$ cat config.mk
export PLATFORM = sky130hd
export DESIGN_NAME = sim_status_port
export DESIGN_NICKNAME = d
export VERILOG_FILES = /design/src/rtl/sim_status_port.sv
export SDC_FILE = /design/constraint.sdc
export NUM_CORES = 1
export LEC_CHECK = 0
export ABC_AREA = 1
export CAP_MARGIN = 20
export CORE_UTILIZATION = 55
export DETAILED_ROUTE_END_ITERATION = 12
export GPL_TIMING_DRIVEN = 0
export HOLD_SLACK_MARGIN = 0.02
export PLACE_DENSITY = 0.79
export SLEW_MARGIN = 20
export SYNTH_ARGS = -nofsm -noshare
export SYNTH_HDL_FRONTEND = slang
export SYNTH_SLANG_ARGS = --single-unit
$ cat constraint.sdc
create_clock -name clk -period 2.95 [get_ports clk]
set_clock_uncertainty 0.15 [all_clocks]
set_input_delay 0.4425 -clock clk [delete_from_list [all_inputs] [get_ports clk]]
set_output_delay 0.4425 -clock clk [all_outputs]
set_load 0.1 [all_outputs]
$ cat src/rtl/sim_status_port.sv
// Memory-mapped test terminator: decodes CPU stores into pass/fail/timeout state and logs progress values.
// Flags update on the edge that samples the deciding store; log FIFO drops pushes when full with no pop and sets a sticky overflow.
module sim_status_port #(
  parameter logic [15:0] LOG_ADDR       = 16'd80,
  parameter logic [15:0] RESULT_ADDR    = 16'd84,
  parameter logic [15:0] STATUS_ADDR    = 16'd88,
  parameter logic [15:0] PASS_CODE      = 16'd7,
  parameter logic [31:0] TIMEOUT_CYCLES = 32'd100000,
  parameter int          LOG_DEPTH      = 8
) (
  input  logic        clk,
  input  logic        reset,
  input  logic        memwrite,
  input  logic [15:0] addr,
  input  logic [15:0] wd,
  output logic [15:0] rd,
  output logic        sel,
  output logic        done,
  output logic        pass,
  output logic        fail,
  output logic        timeout,
  output logic [15:0] err_addr,
  output logic [15:0] err_data,
  output logic [15:0] write_count,
  output logic        log_valid,
  output logic [15:0] log_data,
  input  logic        log_pop,
  output logic        log_overflow
);

  localparam int PW = $clog2(LOG_DEPTH);
  localparam int CW = PW + 1;

  typedef enum logic [1:0] {ST_RUN, ST_PASS, ST_FAIL, ST_TIMEOUT} state_e;

  state_e        state_q, state_d;
  logic [31:0]   cnt_q, cnt_d;
  logic [15:0]   err_addr_q, err_addr_d;
  logic [15:0]   err_data_q, err_data_d;
  logic [15:0]   wc_q, wc_d;
  logic          done_q, pass_q, fail_q, timeout_q;
  logic          ovf_q, ovf_d;
  logic [PW-1:0] wr_ptr_q, wr_ptr_d;
  logic [PW-1:0] rd_ptr_q, rd_ptr_d;
  logic [CW-1:0] fcnt_q, fcnt_d;
  logic [15:0]   mem_q [LOG_DEPTH];

  logic log_hit, res_hit, stat_hit;
  logic push, pop, full, push_ok, term;

  assign log_hit  = (addr == LOG_ADDR);
  assign res_hit  = (addr == RESULT_ADDR);
  assign stat_hit = (addr == STATUS_ADDR);

  always_comb begin
    state_d    = state_q;
    cnt_d      = cnt_q;
    err_addr_d = err_addr_q;
    err_data_d = err_data_q;
    wc_d       = wc_q;
    push       = 1'b0;
    term       = 1'b0;
    if (state_q == ST_RUN) begin
      cnt_d = cnt_q + 32'd1;
      if (memwrite && res_hit) begin
        term = 1'b1;
        if (wd == PASS_CODE) begin
          state_d = ST_PASS;
        end else begin
          state_d    = ST_FAIL;
          err_addr_d = addr;
          err_data_d = wd;
        end
      end else if (memwrite && log_hit) begin
        push = 1'b1;
        if (wc_q != 16'hFFFF) wc_d = wc_q + 16'd1;
      end else if (memwrite) begin
        // Any store outside the log/result words is a stray access.
        term       = 1'b1;
        state_d    = ST_FAIL;
        err_addr_d = addr;
        err_data_d = wd;
      end
      if (!term && cnt_q == TIMEOUT_CYCLES - 32'd1) state_d = ST_TIMEOUT;
    end
  end

  always_comb begin
    pop      = log_pop && (fcnt_q != '0);
    full     = (fcnt_q == CW'(LOG_DEPTH));
    push_ok  = push && (!full || pop);
    ovf_d    = ovf_q | (push && full && !pop);
    wr_ptr_d = push_ok ? wr_ptr_q + PW'(1) : wr_ptr_q;
    rd_ptr_d = pop ? rd_ptr_q + PW'(1) : rd_ptr_q;
    case ({push_ok, pop})
      2'b10:   fcnt_d = fcnt_q + CW'(1);
      2'b01:   fcnt_d = fcnt_q - CW'(1);
      default: fcnt_d = fcnt_q;
    endcase
  end

  always_ff @(posedge clk) begin
    if (reset) begin
      state_q    <= ST_RUN;
      cnt_q      <= '0;
      err_addr_q <= '0;
      err_data_q <= '0;
      wc_q       <= '0;
      done_q     <= 1'b0;
      pass_q     <= 1'b0;
      fail_q     <= 1'b0;
      timeout_q  <= 1'b0;
      ovf_q      <= 1'b0;
      wr_ptr_q   <= '0;
      rd_ptr_q   <= '0;
      fcnt_q     <= '0;
    end else begin
      state_q    <= state_d;
      cnt_q      <= cnt_d;
      err_addr_q <= err_addr_d;
      err_data_q <= err_data_d;
      wc_q       <= wc_d;
      done_q     <= (state_d != ST_RUN);
      pass_q     <= (state_d == ST_PASS);
      fail_q     <= (state_d == ST_FAIL);
      timeout_q  <= (state_d == ST_TIMEOUT);
      ovf_q      <= ovf_d;
      wr_ptr_q   <= wr_ptr_d;
      rd_ptr_q   <= rd_ptr_d;
      fcnt_q     <= fcnt_d;
    end
  end

  // Storage needs no reset: the count alone defines which entries are live.
  always_ff @(posedge clk) begin
    if (!reset && push_ok) mem_q[wr_ptr_q] <= wd;
  end

  always_comb begin
    rd = 16'h0000;
    if (stat_hit)     rd = {11'b0, ovf_q, timeout_q, fail_q, pass_q, done_q};
    else if (log_hit) rd = wc_q;
  end

  assign sel          = log_hit || res_hit || stat_hit;
  assign done         = done_q;
  assign pass         = pass_q;
  assign fail         = fail_q;
  assign timeout      = timeout_q;
  assign err_addr     = err_addr_q;
  assign err_data     = err_data_q;
  assign write_count  = wc_q;
  assign log_valid    = (fcnt_q != '0);
  assign log_data     = mem_q[rd_ptr_q];
  assign log_overflow = ovf_q;

endmodule
---- After elaboration in Yosys (flattened, before gate mapping) ----
Memory sizes are Yosys's and may differ from the RTL's. A register that Yosys moved wholly into a read port is not among the register bits.
Cells that the tools add are included.
operators by class
  muxes and demuxes ....................... 28
  div/mod/pow operators ................... 0
  bitwise logic cells ..................... 2
  multiply operators ...................... 0
  equality and inequality tests ........... 14
  shift operators ......................... 0
  magnitude comparators ................... 0
  reduce and logical (&&, ||, !) cells .... 22
  add/subtract/negate cells ............... 6
operators with widths
  kind                                              count
  2-to-1 mux 16 bit                                 10
  == test 16 x 7 -> 1 bit, second input constant    3
  adder 32 x 1 -> 32 bit, second input constant     1
  == test 32 x 17 -> 1 bit, second input constant   1
  adder 16 x 1 -> 16 bit, second input constant     1
  == test 16 x 3 -> 1 bit, second input constant    1
  inequality test 16 bit, second input constant     1
  2-to-1 mux 2 bit                                  6
  2-to-1 mux 1 bit                                  9
  logical AND 1 bit                                 8
  case mux 4 bit (2 select lines)                   1
  AND reduction 4 bit                               2
  adder 3 x 1 -> 3 bit, second input constant       2
  == test 2 bit, second input constant              3
  2-to-1 mux 3 bit                                  2
  nonzero test 2 bit                                3
  adder 4 x 1 -> 4 bit, second input constant       1
  == test 2 x 1 -> 1 bit, second input constant     2
  == test 4 bit, second input constant              1
  logical NOT 1 bit                                 4
  inequality test 2 bit, second input constant      2
  nonzero test 4 bit                                1
  subtractor 4 x 1 -> 4 bit, second input constant  1
  logical OR 1 bit                                  3
  3 further kinds                                   3
word-level totals
  register bits ........................... 97
  latch bits .............................. 0
  output and inout bits ................... 87
  logic and storage cells ................. 86
  memories ................................ 1
  bits in read-only memories .............. 0
  bits in writable memories ............... 128
memories
  name   words  bits a word  read ports  clocked after memory_dff  write ports  line  RTL
  mem_q  8      16           1           1                         1            46    logic [15:0] mem_q [LOG_DEPTH];

---- Logic depth before layout (Yosys ltp) ----
Gate-level depths: netlist of run 1.
  depth after elaboration ................. 10
  gate-level depth with buffers ........... 17
  depth with buffers taken out ............ 17

---- Least setup slack after synthesis of run 1 ----
Ideal clock, no wire load.
  kind .................................... flip-flop to output port
  start ................................... reg ovf_q (netlist: log_overflow)
  end ..................................... out rd[4]
  buffers on the path ..................... 0
  arrival time ............................ 3.211 ns
  setup slack ............................. -0.853 ns
  stages on the path, launching flop included .. 3
  path through ............................ dfxtp_1 inv_1 o21ai_0
on the way
  word-level cells in the longest chain between the ends .. 1
ends and longest elaborated chain
  element                 line  RTL
  start, declared         42    logic ovf_q, ovf_d;
  start signal, assigned  127   ovf_q <= ovf_d;
  2-to-1 mux 16 bit       141   if (stat_hit) rd = {11'b0, ovf_q, timeout_q, fail_q, pass_q, done_q};
  end, declared           16    output logic [15:0] rd,
No other way between the ends.

==> metrics.cfg, run 1 <==
[outcome]
status = complete, no violations

[cells_and_area]
instances_no_fill = 1541
stdcell_area_um2 = 12600
drive_gt1_frac = 0.135
regArea_um2 = 5850
final_nets = 1338
num_antenna_cells = 0
finish.utilization = 0.703
multi_input_area_um2 = 3850
final_common_cell = nor2_1
area_growth_pct = 25.0
fillers = 1396
layout_common_cells = nor2_1 (221), nand2_1 (152), edfxtp_1 (128)

[cts]
clockBufferDepth = 3
cts_sinks = 228
hold_buffers = 0
root_buffer = clkbuf_16
clock_latency_ps = 500
cts_tree = yes
clk_pin_slew_worst_paths_ps = 60
h-tree-depth = 1
numCtsBuffers = 23

[hold_path]
hp-class = reg2reg
min_from = rd_ptr_q[2]
worstHoldPathCells = 2
holdPathEnd = rd_ptr_q[2]

[die]
die_area_um2 = 18900
die_w_um = 138
die_h_um = 138
core_area_um2 = 18000
ios = 123
initial_core_util = 0.563
num_rows = 49

[timing]
worst-slew-pin-transition_ps = 1080
fin_ws_ps = 59.7
setup_violations = 0
drv_slew = 0
final.period_utilization = 0.980
fin_tns_setup_ps = 0
relSlewSlack = 0.276
max_freq_mhz = 346
hold_violations = 0
period_needed_ps = 2890

[global_route]
grt_max_degree = 15
grt_first_pass_wirelength_mm = 42.9
grt_pass1_vias = 8162
globalRouteOverflowTotal = 0
grt_use_total = 0.297
grt_antenna_before_repair = 0

[routing]
drc = 0
drtPass1Iterations = 6
via_per_inst = 5.66
vias = 8718
route.detailed.wl_per_inst_um = 17.9
drt_iter0_drc = 887
finalWirelength_mm = 27.6
antenna_left = 0

[placement]
pre_cts_ws_ps = -826
dpl-instance-area_um2 = 11900
place_congestion = 0.947
portBuffers = 122
dp.cells = 1500
dp_hpwl_mm = 19.1

[worst_setup_path]
worstPathRequired_ps = 2360
critPathMaxStageDelay_ps = 350
ff2ff_path_depth = 8
worst_setup_path_start_kind = flop
path_delay_family = buffers and inverters
slowest_stage = dfxtp_1
r2r_start = state_q[1]
crit_chain = buf_2 -> clkbuf_2 -> o21ai_0 -> o22ai_1 -> nor2_1 -> a31oi_2 -> buf_4
cp_max_fo = 10
reg2reg_slack_ps = 510
end_kind = output pin
r2r_end = mem_q[4][8]
crit_arrival_ps = 2300
path_class = reg2out
path_buf_inv = 3

[synth]
yosys-top-cells-area = edfxtp_1 (38%), dfxtp_1 (20%), nor2_1 (8.9%)
synth_area_um2 = 10100
ys.warnings.count = 0
synth_top_area_frac = 0.380
synthDistinctLibCells = 38
syn_avg_cell_area_um2 = 8.86
synthesis.nets = 1182
yosysTopAreaCell = edfxtp_1
synth_seq_cells = 228
syn_inst = 1141
seq_area_frac_synth = 0.578

[pwr]
leakage_nw = 4.53
power_density_nw_per_um2 = 754
ir_worst_vdd_mv = 0.781

[job]
maxCapViolations = 0

==> cells in the mapped netlist, drive strengths merged <==
cell / count
nor2: 249
nand2: 160
edfxtp: 128
o21ai: 114
dfxtp: 100
inv: 96
nor3: 64
nand3: 50
a21oi: 44
clkbuf: 33
o22ai: 20
xor2: 20
a31oi: 16
buf: 14
nand4: 13
ha: 5
nand3b: 3
o21a: 3
clkinv: 2
nor3b: 2
or2: 2
a211oi: 1
o211ai: 1
xnor2: 1
==> state kept, by name (all words and copies together) (netlist names), named ones only <==
name          flops
cnt_q            32
done              1
err_addr         16
err_data         16
fail              1
fcnt_q            4
log_overflow      1
mem_q           128
pass              1
rd_ptr_q          3
state_q           2
timeout           1
wr_ptr_q          3
write_count      16
==> worst max path at each step <==
stage                     startpoint      endpoint  slack (ps)  depth (start not counted)
final                           flop  log_data[12]          60                          7
after detailed placement    addr[14]        rd[11]        -830                          8
after floorplan             addr[14]         rd[4]        -160                          5
after CTS                       flop   log_data[4]           3                          7
after global routing            flop   log_data[5]          -3                          7
after global placement      addr[14]   mem_q[4][3]        -860                          9
==> worst reg2reg max path, stage by stage, from the launching register on <==
cell	delay (ps)
dfxtp_1	340
nor2_4	190
nand2_1	80
nand3b_4	230
clkinv_2	120
nand2_2	80
or2_4	270
nor2_2	450
buf_6	240
==> cells by family (layout without fill, tap and decap cells) <==
kind of cell | count (synthesis) | after routing | synth area share
compound gates | 199 | 199 | 0.107
xor+xnor | 21 | 21 | 0.0182
fa+ha+maj | 5 | 5 | 0.00619
buf+inv | 145 | 316 | 0.0588
flops | 228 | 228 | 0.578
simple gates | 543 | 543 | 0.232
==> per-stage QoR <==
step / hold slack [ps] / total power, mW
CTS: 315 / 9.49
global route: 361 / 9.85
detailed placement: 306 / 6.57
finish: 315 / 9.53
floorplan: 283 / 5.77
global placement: 297 / 6.52
==> per-layer routing <==
| metal | vias up | wire length (µm) | global-route usage |
|---|---|---|---|
| met5 | - | 0 | 0 |
| met1 | 4114 | 11500 | 0.396 |
| li1 | 4161 | - | - |
| met3 | 60 | 2140 | 0.0486 |
| met2 | 383 | 13200 | 0.488 |
| met4 | 0 | 787 | 0.105 |
==> report_power, final <==
part	internal (mW)	switching (mW)	leakage, nW
logic	0.728	2.29	2.18
clock network	1.83	1.18	0.382
registers	3.43	0.0699	1.97
total	5.99	3.54	4.53
==> area by class of cell <==
class,instances,area share
Sequential cell,228,0.463
Timing Repair Buffer,131,0.100
Buffer,47,0.0196
Clock inverter,11,0.0121
Clock buffer,29,0.0489
Inverter,98,0.0293
Multi-Input combinational cell,768,0.304
Tap cell,229,0.0227
==> repair_timing <==
item	in CTS	in global routing
setup buffers	0	1
gates resized for setup	201	23
endpoints found under the hold margin	0	0
pin swaps	0	1
endpoints found under the setup margin	33	27
Note: power is estimated with default switching activity, not from simulation.
==> run 2, diff against run 1 <==
SLEW_MARGIN = not set   (was 20)
==> metrics.cfg, run 2 (synthesis gave the netlist of run 1 again) <==
[die]
core_area_um2 = 18000  ; unchanged
num_rows = 49  ; unchanged
ios = 123  ; unchanged
initial_core_util = 0.563  ; unchanged
die_w_um = 138  ; unchanged
die_h_um = 138  ; unchanged
die_area_um2 = 18900  ; unchanged

[cells_and_area]
top_regs = mem_q x128, cnt_q x32
stdcell_area_um2 = 12600  ; about the same
fillers = 1366  ; -2.1%
largest_register_ffs = 128  ; unchanged
num_antenna_cells = 0  ; unchanged
top_register = mem_q
final_nets = 1334  ; -0.30%
final_common_cell = nor2_1
drive_gt1_frac = 0.134  ; -0.00132
area_growth_pct = 25.0  ; about the same
layout_common_cells = nor2_1 (221), nand2_1 (152), edfxtp_1 (128)

[pwr]
ir_worst_vdd_mv = 0.782  ; +0.14%
finalPower_mw = 9.62  ; +1.0%
p_switching_mw = 3.56  ; +0.45%
pwr-share-seq = 0.364  ; -0.004
power_density_nw_per_um2 = 761  ; +1.0%
clkPwrFrac = 0.320  ; +0.005
combPwrFrac = 0.316  ; about the same
leakage_nw = 4.52  ; about the same
p_int_mw = 6.07  ; +1.4%
p_sw_frac = 0.369  ; -0.00217

[worst_setup_path]
r2r_start = state_q[1]
r2r_end = mem_q[6][4]
reg2reg_slack_ps = 350  ; -160 ps
cp_max_fo = 10  ; unchanged
end_kind = output pin
crit_arrival_ps = 2290  ; about the same
ff2ff_path_depth = 7  ; -1
path_class = reg2out
worst_setup_path_start_kind = flop
worstPathRequired_ps = 2360  ; about the same

[global_route]
globalRouteOverflowTotal = 0  ; unchanged
grt_antenna_before_repair = 0  ; unchanged
grt_first_pass_wirelength_mm = 41.9  ; -2.2%
grt_use_total = 0.290  ; -0.00674
grt_max_degree = 17  ; +2
grt_pass1_vias = 8192  ; +0.37%

[placement]
dp_hpwl_mm = 18.8  ; -1.5%
portBuffers = 122  ; unchanged
dpl-instance-area_um2 = 11800  ; -0.50%
place_congestion = 0.947  ; unchanged
pre_cts_ws_ps = -832  ; -6.18 ps

[timing]
period_needed_ps = 2880  ; -9.05 ps
final.period_utilization = 0.977  ; -0.00307
fin_ws_ps = 68.8  ; +9.05 ps
relSlewSlack = 0.277  ; +0.00130
hold_violations = 0  ; unchanged
worst-slew-pin-transition_ps = 1080  ; -1.94 ps
setup_violations = 0  ; unchanged
fin_tns_setup_ps = 0  ; unchanged
max_freq_mhz = 347  ; +0.31%
drv_slew = 0  ; unchanged

[cts]
clockBufferDepth = 3  ; unchanged
h-tree-depth = 1  ; unchanged
cts_tree = yes
clk_pin_slew_worst_paths_ps = 60  ; about the same
root_buffer = clkbuf_16
hold_buffers = 0  ; unchanged
cts_sinks = 228  ; unchanged
numCtsBuffers = 24  ; +4.3%
clock_latency_ps = 500  ; about the same
post_cts_buffers = 0  ; unchanged

[hold_path]
hp-class = reg2reg
min_from = rd_ptr_q[2]
worstHoldPathCells = 2  ; unchanged

[routing]
drt_iter0_drc = 689  ; -22%
via_per_inst = 5.61  ; -0.90%
drtPass1Iterations = 7  ; +1
drc = 0  ; unchanged
route.detailed.wl_per_inst_um = 17.6  ; -2.0%
vias = 8628  ; -1.0%
antenna_left = 0  ; unchanged
finalWirelength_mm = 27.0  ; -2.1%

[job]
maxCapViolations = 0  ; unchanged

[outcome]
status = complete, no violations

-- run 2: cell count changes in the layout (fill, tap and decap cells not counted), sizes merged --
cell / previous run / this run
clkbuf: 65 / 67
bufinv: 4 / 3
buf: 52 / 49
-- run 2: final cells by class --
class	count	area [µm²]	area share
timing repair buffer	126	1220	0.0969
multi-input combinational	768	3850	0.305
clock inverter	10	126	0.0100
clock buffer	33	686	0.0542
buffer	47	253	0.0200
sequential	228	5850	0.462
tap	229	287	0.0227
inverter	98	370	0.0293
-- run 2: power by group through the flow --
stage	Sequential (mW)	Combinational, mW	Clock, mW
final	3.50	3.04	3.08
after global routing	3.51	3.22	3.24
after CTS	3.50	2.95	3.11
after detailed placement	3.57	3.00	0
after global placement	3.56	2.95	0
after floorplan	3.82	1.95	0
-- run 2: critical path, stage by stage, from the launching register on --
cell and delay, ps:
dfxtp_1 350, buf_2 220, buf_2 310, nor2_1 110, nor2_1 150, o21ai_0 130, a31oi_2 250, buf_6 260
-- run 2: repair_timing --
| action | 4_1_cts | 5_1_grt |
|---|---|---|
| pin swaps | 0 | 2 |
| resized for setup | 201 | 36 |
| endpoints found under the hold margin | 0 | 0 |
| endpoints found under the setup margin | 33 | 26 |
-- run 2: worst max-delay path by stage --
stage,endpoint,start
global placement,mem_q[4][3],addr[14]
finish,log_data[12],flop
global route,log_data[12],flop
detailed placement,rd[14],addr[14]
CTS,rd[11],addr[14]
floorplan,rd[4],addr[14]
-- run 2: per-stage QoR --
stage / hold slack, ps / std cells / utilization
after detailed placement: 316 / 1496 / 0.659
after floorplan: 283 / 1141 / -
after CTS: 334 / 1539 / 0.700
after global placement: 297 / 1492 / 0.655
final: 334 / 1539 / 0.704
after global routing: 365 / 1539 / 0.704
-- run 2: routing by layer --
metal	wire, µm	global-route usage	share of wire
met5	0	0	0
met4	872	0.0995	0.032
met3	2270	0.0596	0.084
met2	12700	0.483	0.47
met1	11200	0.375	0.41
==> run 3, diff against run 2 <==
ABC_AREA = not set   (was 1)
==> metrics.cfg, run 3 <==
[cells_and_area]
top_register = mem_q
stdcell_area_um2 = 12300  ; -3.1%
instances_no_fill = 1174  ; -24%
largest_register_ffs = 128  ; unchanged
top_regs = mem_q x128, cnt_q x32
num_antenna_cells = 0  ; unchanged
finish.utilization = 0.706  ; +0.00226
fillers = 1194  ; -13%
layout_common_cells = edfxtp_1 (128), dfxtp_1 (99), clkdlybuf4s50_1 (87)
final_nets = 973  ; -27%
final_common_cell = edfxtp_1
area_growth_pct = 24.7
drive_gt1_frac = 0.220  ; +0.0866

[die]
num_rows = 48  ; -2.0%
initial_core_util = 0.566  ; +0.00339
core_area_um2 = 17400  ; -3.4%
die_h_um = 136  ; -1.4%
die_w_um = 136  ; -1.4%
die_area_um2 = 18400  ; -2.8%
ios = 123  ; unchanged

[timing]
worst-slew-pin-transition_ps = 1050  ; -30.7 ps
drv_slew = 0  ; unchanged
hold_violations = 0  ; unchanged
fin_tns_setup_ps = 0  ; unchanged
rsz0062_at_grt = yes
max_freq_mhz = 346  ; -0.23%
final.period_utilization = 0.979  ; +0.00225
fin_ws_ps = 62.1  ; -6.64 ps
period_needed_ps = 2890  ; +6.64 ps
relSlewSlack = 0.297  ; +0.0205
holdWs_ps = 316  ; -18.0 ps
setup_violations = 0  ; unchanged

[synth]
ys_top_cells_by_count = edfxtp_1 (128), dfxtp_1 (100), nand3_1 (57), nor2_1 (57), a21oi_1 (50)
synth-edff-count = 128  ; unchanged
syn_avg_cell_area_um2 = 12.7  ; +44%
synthDistinctLibCells = 62  ; +63%
ys.flop_type = edfxtp_1
synth_most_common_cell = edfxtp_1
yosysTopAreaCell = edfxtp_1
synth_seq_cells = 228  ; unchanged
seq_area_frac_synth = 0.595  ; +0.0166
synthesis.nets = 813  ; -31%
synth_area_um2 = 9830  ; -2.8%
yosys-top-cells-area = edfxtp_1 (39%), dfxtp_1 (20%), mux4_2 (7.3%)
synth_top_area_frac = 0.391  ; +0.0109
async_flop_share = 0  ; unchanged
ys.warnings.count = 0  ; unchanged
syn_inst = 772  ; -32%

[global_route]
grt_antenna_before_repair = 0  ; unchanged
grt_first_pass_wirelength_mm = 37.5  ; -11%
grt_max_degree = 17  ; unchanged
globalRouteOverflowTotal = 0  ; unchanged
grt_pass1_vias = 6860  ; -16%
grt_use_total = 0.268  ; -0.0224

[worst_setup_path]
path_delay_family = multiplexers
cp_max_fo = 10  ; unchanged
path_buf_inv = 2  ; -1
path_class = reg2out
r2r_end = fcnt_q[2]
critPathMaxStageDelay_ps = 560  ; +210 ps
worst_setup_path_start_kind = flop
crit_arrival_ps = 2300  ; about the same
crit_chain = buf_6 -> mux4_2 -> mux2_2 -> clkbuf_4
r2r_start = fcnt_q[0]
end_kind = output pin
reg2reg_slack_ps = 170  ; -180 ps
slowest_stage = mux4_2
worstPathRequired_ps = 2360  ; about the same
ff2ff_path_depth = 9  ; +2

[cts]
cts_sinks = 228  ; unchanged
clock_latency_ps = 520  ; +20 ps
h-tree-depth = 1  ; unchanged
cts_tree = yes
hold_buffers = 0  ; unchanged
numCtsBuffers = 24  ; unchanged
clk_pin_slew_worst_paths_ps = 60  ; about the same
root_buffer = clkbuf_16
clockBufferDepth = 3  ; unchanged

[routing]
vias = 7061  ; -18%
finalWirelength_mm = 24.1  ; -11%
route.detailed.wl_per_inst_um = 20.5  ; +17%
drc = 0  ; unchanged
via_per_inst = 6.01  ; +7.3%
drtPass1Iterations = 5  ; -2
drt_iter0_drc = 631  ; -8.4%
antenna_left = 0  ; unchanged

[placement]
dpl-instance-area_um2 = 11500  ; -2.9%
portBuffers = 122  ; unchanged
pre_cts_ws_ps = -1100  ; -264 ps
dp_hpwl_mm = 16.4  ; -13%
place_congestion = 0.893  ; -5.8%
dp.cells = 1125  ; -25%

[hold_path]
holdPathEnd = err_data[14]
hp-class = reg2reg
min_from = err_data[14]
worstHoldPathCells = 2  ; unchanged

[job]
maxCapViolations = 0  ; unchanged

[pwr]
leakage_nw = 4.10  ; -9.4%
finalPower_mw = 6.75  ; -30%
ir_worst_vdd_mv = 0.409  ; -48%
power_density_nw_per_um2 = 551  ; -28%

[outcome]
status = complete, no violations

==> run 3: tightest hold or removal path, cell delays in order, from the launching register on <==
cell,delay [ps]
dfxtp_1,310
nand3_1,60
a21oi_1,50
==> run 3: worst max path at each step <==
stage,from,end,slack (ps),cells past startpoint
after floorplan,addr[13],rd[0],-130,4
after global placement,addr[8],mem_q[4][3],-1350,6
after detailed placement,addr[2],rd[5],-1100,7
after CTS,addr[11],rd[3],10,6
after global routing,addr[8],rd[3],-20,6
final,flop,log_data[11],60,4
==> run 3: what timing repair did <==
action,in CTS,in global routing
endpoints found under the setup margin,50,63
pin swaps,4,4
gates cloned,0,0
buffers inserted,4,3
gates resized for setup,206,13
==> run 3: cell type report <==
cell class                 instances  area [µm²]  area share
clock inverter                     1        16.3     0.00133
sequential                       228        5850       0.477
clock buffer                      42         698      0.0570
tap                              225         282      0.0230
inverter                           6        22.5     0.00184
buffer                            45         233      0.0190
timing repair buffer             135        1310       0.107
multi-input combinational        492        3850       0.314
==> run 3: layer usage <==
layer / track usage / routed length (µm)
met1: 0.357 / 10100
met2: 0.447 / 11800
met3: 0.0456 / 1590
met4: 0.0830 / 606
met5: 0 / 0
==> run 3: cell families after synthesis <==
kind of cell    Yosys count  synth area share
xor+xnor                 29            0.0258
flops                   228             0.595
simple gates            282             0.161
mux                      64             0.109
compound gates          112            0.0799
buf+inv                  52            0.0232
fa+ha+maj                 5           0.00636
==> run 3: power breakdown <==
group | switching (mW) | internal, mW
Clock | 1.16 | 1.60
Combinational | 0.415 | 0.168
Sequential | 0.0275 | 3.39
Total | 1.60 | 5.15
